[src/rtl/pixel_tx_disassembly_pkg.sv]
// ============================================================================
// pixel_tx_disassembly_pkg : shared UART/pixel types, constants and helpers
// Revision: 1.0 - initial release
// ============================================================================
`default_nettype none

package pixel_tx_disassembly_pkg;

    localparam int PIX_W  = 24;
    localparam int ADDR_W = 16;
    localparam int BYTE_W = 8;

    // Byte order on the wire matches the RX assembly path: R, G, B
    localparam logic [1:0] BYTE_IDX_R = 2'd0;
    localparam logic [1:0] BYTE_IDX_G = 2'd1;
    localparam logic [1:0] BYTE_IDX_B = 2'd2;

    typedef enum logic [2:0] {
        ST_IDLE       = 3'd0,
        ST_FETCH      = 3'd1,
        ST_LATCH      = 3'd2,
        ST_SEND_START = 3'd3,
        ST_SEND_WAIT  = 3'd4,
        ST_NEXT       = 3'd5,
        ST_DONE       = 3'd6
    } tx_state_t;

    function automatic int bit_cycles(input int clk_freq, input int baud);
        return clk_freq / baud;
    endfunction

    function automatic logic [BYTE_W-1:0] select_byte(input logic [PIX_W-1:0] pixel,
                                                      input logic [1:0]       idx);
        case (idx)
            BYTE_IDX_R: return pixel[23:16];
            BYTE_IDX_G: return pixel[15:8];
            default:    return pixel[7:0];
        endcase
    endfunction

endpackage

`default_nettype wire

[src/rtl/pixel_tx_disassembly_if.sv]
// ============================================================================
// pixel_tx_disassembly_if : control, frame-buffer read port and UART line
// Revision: 1.0 - initial release
// ============================================================================
`default_nettype none

interface pixel_tx_disassembly_if;
    import pixel_tx_disassembly_pkg::*;

    logic              start;
    logic              rd_en;
    logic [ADDR_W-1:0] rd_addr;
    logic [PIX_W-1:0]  rd_data;
    logic              tx;
    logic              busy;
    logic [ADDR_W-1:0] pixel_cnt;
    logic              frame_done;

    modport master (
        output start, rd_data,
        input  rd_en, rd_addr, tx, busy, pixel_cnt, frame_done
    );

    modport slave (
        input  start, rd_data,
        output rd_en, rd_addr, tx, busy, pixel_cnt, frame_done
    );

endinterface

`default_nettype wire

[src/rtl/pixel_tx_disassembly_uart_tx.sv]
// ============================================================================
// pixel_tx_disassembly_uart_tx : 8N1 UART serialiser, registered tx output
// Revision: 1.0 - initial release
// ============================================================================
`default_nettype none

module pixel_tx_disassembly_uart_tx #(
    parameter int BIT_CYC = 868
) (
    input  logic       clk,
    input  logic       reset,
    input  logic       tx_start,
    input  logic [7:0] tx_data,
    output logic       tx,
    output logic       tx_busy,
    output logic       tx_done
);

    localparam int CNT_W = (BIT_CYC > 1) ? $clog2(BIT_CYC) : 1;

    logic [CNT_W-1:0] r_baud_cnt;
    logic [3:0]       r_bit_cnt;
    logic [8:0]       r_shift;
    logic             r_busy;
    logic             r_tx;
    logic             w_baud_end;

    assign w_baud_end = (r_baud_cnt == CNT_W'(BIT_CYC - 1));

    // bit 0 is the start bit, bits 1..8 data LSB first, bit 9 the stop bit
    always_ff @(posedge clk) begin
        if (reset) begin
            r_tx       <= 1'b1;
            r_busy     <= 1'b0;
            r_baud_cnt <= '0;
            r_bit_cnt  <= 4'd0;
            r_shift    <= 9'h1FF;
        end else if (!r_busy) begin
            if (tx_start) begin
                r_tx       <= 1'b0;
                r_shift    <= {1'b1, tx_data};
                r_busy     <= 1'b1;
                r_baud_cnt <= '0;
                r_bit_cnt  <= 4'd0;
            end
        end else if (w_baud_end) begin
            r_baud_cnt <= '0;
            if (r_bit_cnt == 4'd9) begin
                r_busy <= 1'b0;
                r_tx   <= 1'b1;
            end else begin
                r_tx      <= r_shift[0];
                r_shift   <= {1'b1, r_shift[8:1]};
                r_bit_cnt <= r_bit_cnt + 4'd1;
            end
        end else begin
            r_baud_cnt <= r_baud_cnt + CNT_W'(1);
        end
    end

    assign tx      = r_tx;
    assign tx_busy = r_busy;
    assign tx_done = r_busy && (r_bit_cnt == 4'd9) && w_baud_end;

endmodule

`default_nettype wire

[src/rtl/pixel_tx_disassembly.sv]
// ============================================================================
// pixel_tx_disassembly : streams a stored RGB frame out as R,G,B UART bytes
// Revision: 1.0 - initial release
// ============================================================================
`default_nettype none

module pixel_tx_disassembly
    import pixel_tx_disassembly_pkg::*;
#(
    parameter int CLK_FREQ   = 100_000_000,
    parameter int BAUD       = 115200,
    parameter int NUM_PIXELS = 40800
) (
    input  logic                   clk,
    input  logic                   reset,
    pixel_tx_disassembly_if.slave  bus
);

    localparam int               BIT_CYC    = bit_cycles(CLK_FREQ, BAUD);
    localparam logic [ADDR_W-1:0] LAST_PIXEL = ADDR_W'(NUM_PIXELS - 1);

    tx_state_t         r_state;
    logic [PIX_W-1:0]  r_pixel;
    logic [1:0]        r_byte_idx;
    logic [ADDR_W-1:0] r_pixel_cnt;
    logic [ADDR_W-1:0] r_rd_addr;
    logic              r_rd_en;
    logic              r_busy;
    logic              r_frame_done;

    logic              w_tx_start;
    logic [BYTE_W-1:0] w_tx_byte;
    logic              w_tx_busy;
    logic              w_tx_done;

    assign w_tx_start = (r_state == ST_SEND_START) && !w_tx_busy;
    assign w_tx_byte  = select_byte(r_pixel, r_byte_idx);

    always_ff @(posedge clk) begin
        if (reset) begin
            r_state      <= ST_IDLE;
            r_pixel      <= '0;
            r_byte_idx   <= BYTE_IDX_R;
            r_pixel_cnt  <= '0;
            r_rd_addr    <= '0;
            r_rd_en      <= 1'b0;
            r_busy       <= 1'b0;
            r_frame_done <= 1'b0;
        end else begin
            r_rd_en      <= 1'b0;
            r_frame_done <= 1'b0;
            case (r_state)
                ST_IDLE: begin
                    if (bus.start) begin
                        r_state     <= ST_FETCH;
                        r_pixel_cnt <= '0;
                        r_rd_addr   <= '0;
                        r_byte_idx  <= BYTE_IDX_R;
                        r_busy      <= 1'b1;
                        r_rd_en     <= 1'b1;
                    end
                end
                ST_FETCH: r_state <= ST_LATCH;
                // read data is valid exactly one cycle after the strobe
                ST_LATCH: begin
                    r_pixel <= bus.rd_data;
                    r_state <= ST_SEND_START;
                end
                ST_SEND_START: begin
                    if (!w_tx_busy) r_state <= ST_SEND_WAIT;
                end
                ST_SEND_WAIT: begin
                    if (w_tx_done) begin
                        if (r_byte_idx == BYTE_IDX_B) begin
                            r_byte_idx <= BYTE_IDX_R;
                            r_state    <= ST_NEXT;
                        end else begin
                            r_byte_idx <= r_byte_idx + 2'd1;
                            r_state    <= ST_SEND_START;
                        end
                    end
                end
                ST_NEXT: begin
                    if (r_pixel_cnt == LAST_PIXEL) begin
                        r_state      <= ST_DONE;
                        r_busy       <= 1'b0;
                        r_frame_done <= 1'b1;
                    end else begin
                        r_pixel_cnt <= r_pixel_cnt + ADDR_W'(1);
                        r_rd_addr   <= r_pixel_cnt + ADDR_W'(1);
                        r_rd_en     <= 1'b1;
                        r_state     <= ST_FETCH;
                    end
                end
                ST_DONE:  r_state <= ST_IDLE;
                default:  r_state <= ST_IDLE;
            endcase
        end
    end

    pixel_tx_disassembly_uart_tx #(
        .BIT_CYC (BIT_CYC)
    ) u_uart_tx (
        .clk      (clk),
        .reset    (reset),
        .tx_start (w_tx_start),
        .tx_data  (w_tx_byte),
        .tx       (bus.tx),
        .tx_busy  (w_tx_busy),
        .tx_done  (w_tx_done)
    );

    assign bus.rd_en      = r_rd_en;
    assign bus.rd_addr    = r_rd_addr;
    assign bus.busy       = r_busy;
    assign bus.pixel_cnt  = r_pixel_cnt;
    assign bus.frame_done = r_frame_done;

endmodule

`default_nettype wire
[src/flat_wrapper.sv]
// flat-port wrapper written by rule: the top's interface ports become plain ports
module pixel_tx_disassembly_flat import pixel_tx_disassembly_pkg::*;
#(
    parameter int CLK_FREQ   = 100_000_000,
    parameter int BAUD       = 115200,
    parameter int NUM_PIXELS = 40800
)
  (clk, reset, bus_start, bus_rd_data, bus_rd_en, bus_rd_addr, bus_tx, bus_busy, bus_pixel_cnt, bus_frame_done);
  pixel_tx_disassembly_if bus_i ();
  input  logic clk;
  input  logic reset;
  input wire logic [$bits(bus_i.start)-1:0] bus_start;
  input wire logic [$bits(bus_i.rd_data)-1:0] bus_rd_data;
  output wire logic [$bits(bus_i.rd_en)-1:0] bus_rd_en;
  output wire logic [$bits(bus_i.rd_addr)-1:0] bus_rd_addr;
  output wire logic [$bits(bus_i.tx)-1:0] bus_tx;
  output wire logic [$bits(bus_i.busy)-1:0] bus_busy;
  output wire logic [$bits(bus_i.pixel_cnt)-1:0] bus_pixel_cnt;
  output wire logic [$bits(bus_i.frame_done)-1:0] bus_frame_done;
  assign bus_i.start = bus_start;
  assign bus_i.rd_data = bus_rd_data;
  assign bus_rd_en = bus_i.rd_en;
  assign bus_rd_addr = bus_i.rd_addr;
  assign bus_tx = bus_i.tx;
  assign bus_busy = bus_i.busy;
  assign bus_pixel_cnt = bus_i.pixel_cnt;
  assign bus_frame_done = bus_i.frame_done;
  pixel_tx_disassembly #(.CLK_FREQ(CLK_FREQ), .BAUD(BAUD), .NUM_PIXELS(NUM_PIXELS)) u_core (.clk(clk), .reset(reset), .bus(bus_i));
endmodule
[config.mk]
export PLATFORM = sky130hd
export DESIGN_NAME = pixel_tx_disassembly_flat
export DESIGN_NICKNAME = d
export VERILOG_FILES = /design/src/rtl/pixel_tx_disassembly_pkg.sv /design/src/rtl/pixel_tx_disassembly_if.sv /design/src/rtl/pixel_tx_disassembly_uart_tx.sv /design/src/rtl/pixel_tx_disassembly.sv /design/src/flat_wrapper.sv
export SDC_FILE = /design/constraint.sdc
export NUM_CORES = 1
export LEC_CHECK = 0
export BUFFER_PORTS_ARGS = -buffer_cell sky130_fd_sc_hd__buf_4
export CAP_MARGIN = 20
export CORE_ASPECT_RATIO = 1.2
export CORE_UTILIZATION = 40
export CTS_BUF_LIST = sky130_fd_sc_hd__clkbuf_8
export DETAILED_ROUTE_END_ITERATION = 7
export GPL_TIMING_DRIVEN = 0
export MAX_ROUTING_LAYER = met4
export PLACE_DENSITY_LB_ADDON = 0.2
export SLEW_MARGIN = 30
export SYNTH_ARGS = -nofsm -noshare
export SYNTH_HDL_FRONTEND = slang
export SYNTH_SLANG_ARGS = --single-unit
[constraint.sdc]
create_clock -name clk -period 2.3 [get_ports clk]
set_input_delay 0.69 -clock clk [delete_from_list [all_inputs] [get_ports clk]]
set_output_delay 0.69 -clock clk [all_outputs]
set_load 0.01 [all_outputs]
Word level (Yosys, flattened, before mapping):

Cells that the tools add are included.

* word-level logic and storage cells: 90
* flip-flop bits (word level): 73

* reduce and logical (&&, ||, !) cells: 16
* multiplexer cells: 40
* eq/ne operators: 17
* bitwise gates (word level): 1
* add/subtract/negate cells: 4

Operators by type and width (count)
* 9-bit two-way mux: 4
* 16-bit two-way mux: 2
* 16-bit one-hot mux with 2 select lines: 1
* 10-bit two-way mux: 3
* 3-bit one-hot mux with 6 select lines: 1
* 16-bit by 1-bit adder with 16-bit output, second input constant: 1
* 16-bit equality test, second input constant: 1
* 4-bit two-way mux: 4
* 8-bit one-hot mux with 2 select lines: 1
* 3-bit two-way mux: 5
* 3-bit AND reduction: 5
* 1-bit two-way mux: 13
* 10-bit by 1-bit adder with 10-bit output, second input constant: 1
* 10-bit equality test, second input constant: 1
* 2-bit != test, second input constant: 5
* 3-bit by 2-bit equality test with 1-bit output, second input constant: 2
* 3-bit equality test, second input constant: 2
* 2-bit two-way mux: 3
* 2-bit nonzero test: 3
* 4-bit by 1-bit adder with 4-bit output, second input constant: 1
* 4-bit equality test, second input constant: 1
* 2-bit by 1-bit != test with 1-bit output, second input constant: 2
* 1-bit one-hot mux with 2 select lines: 2
* 2-bit one-hot mux with 2 select lines: 1
* other kinds (11): 13

Logic depth before layout (Yosys ltp):

Gate-level depths: netlist of the first run.

* depth in word-level cells: 5
* mapped depth: 8

Hierarchy:

From an unflattened synthesis of the first run, not the netlist that was laid out.

* cells, all modules: 448
* area total of the unflattened synthesis: 3649.8 µm²

By module, submodules not included
* pixel_tx_disassembly: times used 1, cells each 303, area each 2377.3 µm², sequential area each 960.9 µm²
* pixel_tx_disassembly_uart_tx: times used 1, cells each 145, area each 1272.5 µm², sequential area each 480.5 µm²

Least setup slack after synthesis of the first run:

OpenSTA, ideal clock, no wires.

* path kind: register -> register
* start: reg u_core.r_pixel_cnt[0], in the netlist u_core.bus.pixel_cnt[0]
* end: reg u_core.r_state[2]
* arrival: 1868 ps
* stages on the path, launching flop included: 7
* slack: 353 ps
* period minus slack after synthesis: 1947 ps
* path through: dfxtp_1 ha_1 nand4_1 nor4_4 a21oi_2 o31a_1 a211oi_2

* word-level cells in the longest chain between the ends: 3

RTL lines
* start, declared: RTL line pixel_tx_disassembly.sv:25 `logic [ADDR_W-1:0] r_pixel_cnt;`
* start signal, assigned: RTL line pixel_tx_disassembly.sv:89 `r_pixel_cnt <= r_pixel_cnt + ADDR_W'(1);`
* 16-bit equality test: RTL line pixel_tx_disassembly.sv:84 `if (r_pixel_cnt == LAST_PIXEL) begin`
* 3-bit two-way mux: RTL line pixel_tx_disassembly.sv:84
* 3-bit one-hot mux with 6 select lines: RTL line pixel_tx_disassembly.sv:52 `case (r_state)`
* end signal, assigned: RTL line pixel_tx_disassembly.sv:55 `r_state <= ST_FETCH;`
* end signal, assigned: RTL line pixel_tx_disassembly.sv:85 `r_state <= ST_DONE;`
* end signal, assigned: RTL line pixel_tx_disassembly.sv:92 `r_state <= ST_FETCH;`
* end, declared: RTL line pixel_tx_disassembly.sv:22 `tx_state_t r_state;`

Every way passes these cells.
A chain may end at the register's enable or synchronous reset.

Worst setup path in the final report of the first run:

* start: reg u_core.r_pixel_cnt[6], in the netlist u_core.bus.pixel_cnt[6]
* end: reg u_core.r_state[2]

Same word-level chain as after synthesis.

==> results.yml, run 1 <==
status:
  status: "finished clean"
place:
  hpwl_mm: 5.80
  gp_congestion: 0.869
  post-place-ws_ns: 0.152
  port-buffer-count: 61
worst_setup_path:
  critical_path_buf_inv_count: 1
  crit_family: "simple AND/OR/NAND/NOR gates"
  cpPeakStageDelay_ns: 0.51
  worstPathRequired_ns: 2.57
  cpMaxStageDelayCell: "or4b_4"
  crit_chain: "or4b_4 -> nor4_4 -> buf_4 -> a21oi_2 -> o31a_1 -> a211oi_2"
  critPathKind: "flop to flop"
  arrival_ns: 2.34
  crit_path_start_kind: "flop"
  end_kind: "flop"
  critical_path.max_fanout: 6
power_and_ir_drop:
  p_int_mw: 1.98
  p_leak_nw: 1.66
  power.share.clock: 0.421
  ir_worst_vdd_uv: 376
  switching_share: 0.239
  comb_power_share: 0.080
  power_density_nw_per_um2: 608
  power.switching_mw: 0.621
  seqPwrFrac: 0.498
floorplan:
  ioPinCount: 63
  core_um2: 8200
  die_w_um: 86.5
  die_area_um2: 8950
  initial_core_util: 0.418
  dieHeight_um: 103
  rows: 36
grt:
  grt.total_usage: 0.191
  grt_pass1_wl_mm: 12.9
  grt_max_degree: 14
  antenna_found_initial: 0
  grt.overflow.total: 0
  grt_pass1_vias: 2849
drt:
  top_layer: "met4"
  drt_wl_total_mm: 7.86
  wl_per_cell_um: 12.9
  via_per_inst: 5.04
  vias: 3063
  drtAntennaViolNets: 0
  met3RoutedLength_um: 221
  route.detailed.drc: 0
  wl_met1_mm: 3.47
  wl_met2_mm: 4.08
  first_iter_violations: 149
  firstDrtPassIters: 4
synth:
  synthesis.area_um2: 3430
  yosys.area.top_type: "dfxtp_1"
  async_flop_share: 0
  synth_edf_count: 0
  synth.top_cells.by_count: "80 x nand2_1, 72 x dfxtp_1, 39 x nor2_1, 33 x a21oi_1, 18 x buf_4"
  yosysMostFrequentCell: "nand2_1"
  postSynthNetCount: 445
  syn_avg_cell_area_um2: 8.29
  ys_seq_area_frac: 0.420
  ys_types: 51
  synth_top_area_frac: 0.420
  synth_flop_cell: "dfxtp_1"
  ys_warn_count: 0
  synth_seq_cells: 72
  postSynthCellCount: 414
  synth_top_cells_by_area: "dfxtp_1 42%, nand2_1 8.8%, a21oi_1 4.8%"
final_layout:
  nets: 520
  syn2layout_area_growth_pct: 24.6
  nFillCells: 800
  drive_above_1_share: 0.227
  diodes: 0
clock_tree:
  cts_buffers: 9
  clk_latency_ns: 0.35
  cts.sinks: 72
  post_cts.resized_instances: 0
  ctsRootBufferMaster: "clkbuf_8"
  clock_path_buffers: 2
  clk_pin_slew_ns: 0.07
  cts_tree: "done"
  hold_buffers: 0
  htree_levels: 3
  cts_setup_buffers: 0
timing:
  fmax_ghz: 0.483
  fin_tns_setup_ns: 0
  setup_viol: 0
  holdWs_ns: 0.456
  tightest_slew_ns: 0.818
  finClkSkew_ns: 0.0101
  finalCritPeriodShare: 0.901
  grt_setup_unrepaired: "no"
  slew_violations: 0
  hold_violations: 0
  relSlewSlack: 0.454
  period_needed_ns: 2.07
  postLayoutSetupSlackWorst_ns: 0.228
job:
  cap_viol_max_count: 0
worst_hold_path:
  min_path_type: "flop to flop"
==> area by class of cell <==
class | instances | area (um^2) | share of cell area
multi-input cells | 300 | 1760 | 0.412
flip-flops and latches | 72 | 1440 | 0.337
repair buffers | 64 | 480 | 0.112
plain buffers | 38 | 215 | 0.0504
well taps | 114 | 143 | 0.0334
clock buffers | 9 | 124 | 0.0290
clock inverters | 7 | 96.3 | 0.0225
inverters | 4 | 15.0 | 0.00351
==> metal layers <==
layer	up-vias	track usage
met5	-	-
met4	0	0.0731
met3	7	0.0357
met2	63	0.332
met1	1420	0.218
li1	1573	-
==> layout by cell type, fill, tap and decap left out, types with 5 or more instances in the layout <==
cell type,count
nand2_1,80
and3_1,6
nor3_1,9
dfxtp_1,72
mux2i_1,16
clkbuf_1,14
o211ai_1,8
nand3_1,15
nor2_1,39
buf_4,82
xnor2_1,5
o21a_1,7
nand4_1,10
nand3b_1,5
o21ai_0,7
clkbuf_8,9
xor2_1,14
a21oi_1,33
==> registers in the layout (all words and copies together), names as in the netlist <==
register	count
u_core.u_uart_tx.r_bit_cnt	4
u_core.u_uart_tx.tx	1
u_core.bus.rd_en	1
u_core.u_uart_tx.r_baud_cnt	10
u_core.r_state	3
u_core.u_uart_tx.r_shift	8
u_core.r_pixel	24
u_core.bus.frame_done	1
u_core.bus.busy	1
u_core.u_uart_tx.tx_busy	1
u_core.r_byte_idx	2
u_core.bus.pixel_cnt	16
==> metrics by stage <==
stage / cell area (um^2) / cells / power [mW] / utilization
global route: 4270 / 608 / 2.71 / 0.521
finish: 4270 / 608 / 2.60 / 0.521
CTS: 4250 / 605 / 2.62 / 0.519
global placement: 4030 / 589 / 1.53 / 0.492
floorplan: 3430 / 414 / 1.45 / -
detailed placement: 4030 / 589 / 1.54 / 0.492
==> worst paths after layout <==
path,from,to,slack (ns),cells after the start
max reg2reg,u_core.bus.pixel_cnt[6],u_core.r_state[2],0.23,6
min,u_core.r_pixel[14],u_core.r_pixel[14],0.46,2
max,u_core.bus.pixel_cnt[6],u_core.r_state[2],0.23,6
min reg2reg,u_core.r_pixel[14],u_core.r_pixel[14],0.46,2
==> logic make-up (layout without fill, tap and decap cells) <==
logic type / after synthesis / after routing / synth area share
DFF: 72 / 72 / 0.420
and+or+nand+nor: 183 / 183 / 0.258
adders and majority gates: 4 / 4 / 0.0146
muxes: 18 / 18 / 0.0532
xor gates and xnor gates: 19 / 19 / 0.0485
AOI/OAI and AO/OA: 76 / 76 / 0.138
buffers and inverters: 42 / 122 / 0.0671
==> worst min-delay path, delay by kind of cell, from the launching register on <==
kind	cells	cell delay, ns
flops	1	0.31
simple gates	1	0.05
compound gates	1	0.05
==> power groups by stage <==
stage	registers (mW)	clock network (mW)	logic (mW)
floorplan	1.32	0	0.131
global placement	1.32	0	0.208
detailed placement	1.33	0	0.210
CTS	1.30	1.11	0.211
global route	1.30	1.18	0.237
finish	1.30	1.10	0.209
No activity file was read; power rests on OpenSTA's default activity.
==> run 2, diff against run 1 <==
Clock period 2.3 ns to 1.7 ns, I/O delays scaled along.
==> results.yml, run 2 (same netlist as run 1, synthesis figures left out) <==
timing:
  period_needed_ns: 1.74
  fmax_ghz: 0.576
  grt_setup_unrepaired: "yes"
  relSlewSlack: 0.635
  setup_viol: 2
  tightest_slew_ns: 0.548
  holdWs_ns: 0.403
  finClkSkew_ns: 0.00969
  slew_violations: 0
  finalCritPeriodShare: 1.02
  hold_violations: 0
  postLayoutSetupSlackWorst_ns: -0.0352
power_and_ir_drop:
  power_density_nw_per_um2: 745
  ir_worst_vdd_uv: 531
  p_leak_nw: 1.80
clock_tree:
  cts_tree: "done"
  cts_buffers: 9
  cts.sinks: 72
  ctsRootBufferMaster: "clkbuf_8"
  hold_buffers: 0
  clk_latency_ns: 0.35
  clk_pin_slew_ns: 0.09
  clock_path_buffers: 2
  htree_levels: 3
floorplan:
  ioPinCount: 63
  initial_core_util: 0.418
  dieHeight_um: 103
  rows: 36
  core_um2: 8200
  die_area_um2: 8950
  die_w_um: 86.5
drt:
  route.detailed.drc: 0
  vias: 3150
  via_per_inst: 5.03
  drt_wl_total_mm: 8.36
  firstDrtPassIters: 4
  drtAntennaViolNets: 0
  first_iter_violations: 182
  wl_per_cell_um: 13.4
grt:
  antenna_found_initial: 0
  grt.overflow.total: 0
  grt_pass1_wl_mm: 13.7
  grt_max_degree: 15
  grt_pass1_vias: 2998
  grt.total_usage: 0.199
final_layout:
  mostFrequentLayoutCells: "97 x buf_4, 78 x nand2_1, 59 x dfxtp_1"
  multi_input_area_um2: 1920
  syn2layout_area_growth_pct: 35.0
  largest_register: "u_core.r_pixel"
  design_area_um2: 4630
  nFillCells: 773
  drive_above_1_share: 0.346
  register_area_um2: 1470
  nets: 538
  layout_commonest_cell: "buf_4"
  largest_register_ffs: 24
  diodes: 0
worst_hold_path:
  min_path_type: "primary input to flop"
place:
  post-place-ws_ns: -0.386
  placed_area_um2: 4040
  hpwl_mm: 5.76
  port-buffer-count: 61
  gp_congestion: 0.898
worst_setup_path:
  critical_path.max_fanout: 5
  crit_start: "u_core.bus.pixel_cnt[7]"
  crit-reg2reg-capture: "u_core.r_state[2]"
  end_kind: "flop"
  r2r_start: "u_core.bus.pixel_cnt[7]"
  r2r_cells: 6
  endpoint: "u_core.r_state[2]"
  crit_path_start_kind: "flop"
  r2r_setup_slack_ns: -0.04
  worstPathRequired_ns: 1.97
  critPathKind: "flop to flop"
  arrival_ns: 2.01
status:
  violations: "negative setup slack"
  status: "complete, but fails checks"
job:
  cap_viol_max_count: 0
[run 2: final cells by class]
cell class              count  share of cell area
flip-flops and latches     72               0.317
plain buffers              36              0.0492
repair buffers             84               0.140
clock inverters             7              0.0173
inverters                   4             0.00324
well taps                 114              0.0308
clock buffers               9              0.0267
multi-input cells         300               0.415
[run 2: worst min path at each step]
stage                                              start                              to  slack (ns)  cells past startpoint
after floorplan           u_core.u_uart_tx.r_baud_cnt[9]  u_core.u_uart_tx.r_baud_cnt[9]        0.43                      1
after global placement                 u_core.r_pixel[9]               u_core.r_pixel[9]        0.44                      2
after detailed placement               u_core.r_pixel[1]               u_core.r_pixel[1]        0.45                      2
after CTS                                bus_rd_data[19]              u_core.r_pixel[19]        0.39                      3
after global routing                               reset         u_core.bus.pixel_cnt[0]        0.41                      2
final                                    bus_rd_data[19]              u_core.r_pixel[19]        0.40                      3
[run 2: what timing repair did]
action                                  CTS  global route
gates cloned                              0             1
pin swaps                                 8            10
hold endpoints to repair                  0             0
setup buffers                            10            14
endpoints found under the setup margin   58            60
resized for setup                        21            48
[run 2: worst max-delay path, cell delays in order (launching register included)]
cell and delay [ns]:
dfxtp_4 0.37, or4b_4 0.52, nor4_4 0.16, buf_6 0.17, a21oi_4 0.06, o31a_1 0.26
a211oi_2 0.13
[run 2: power breakdown]
| group | internal [mW] | switching (mW) | total, mW |
|---|---|---|---|
| clock | 0.694 | 0.692 | 1.39 |
| sequential | 1.72 | 0.0241 | 1.75 |
| combinational | 0.139 | 0.179 | 0.318 |
[run 2: layer usage]
layer	up-vias	wire, um	share of wire	track usage
li1	1599	-	-	-
met1	1460	3660	0.44	0.239
met2	77	4230	0.51	0.341
met3	14	292	0.035	0.0333
met4	0	178	0.021	0.0679
met5	-	0	0	-
[run 2: metrics by stage]
stage	setup TNS (ns)	instances	utilization	total power, mW
floorplan	-1.11	414	-	1.96
global placement	-8.60	589	0.493	2.07
detailed placement	-9.69	589	0.493	2.08
CTS	-0.0811	614	0.536	3.45
global route	-1.07	626	0.565	3.59
finish	-0.0454	626	0.565	3.45
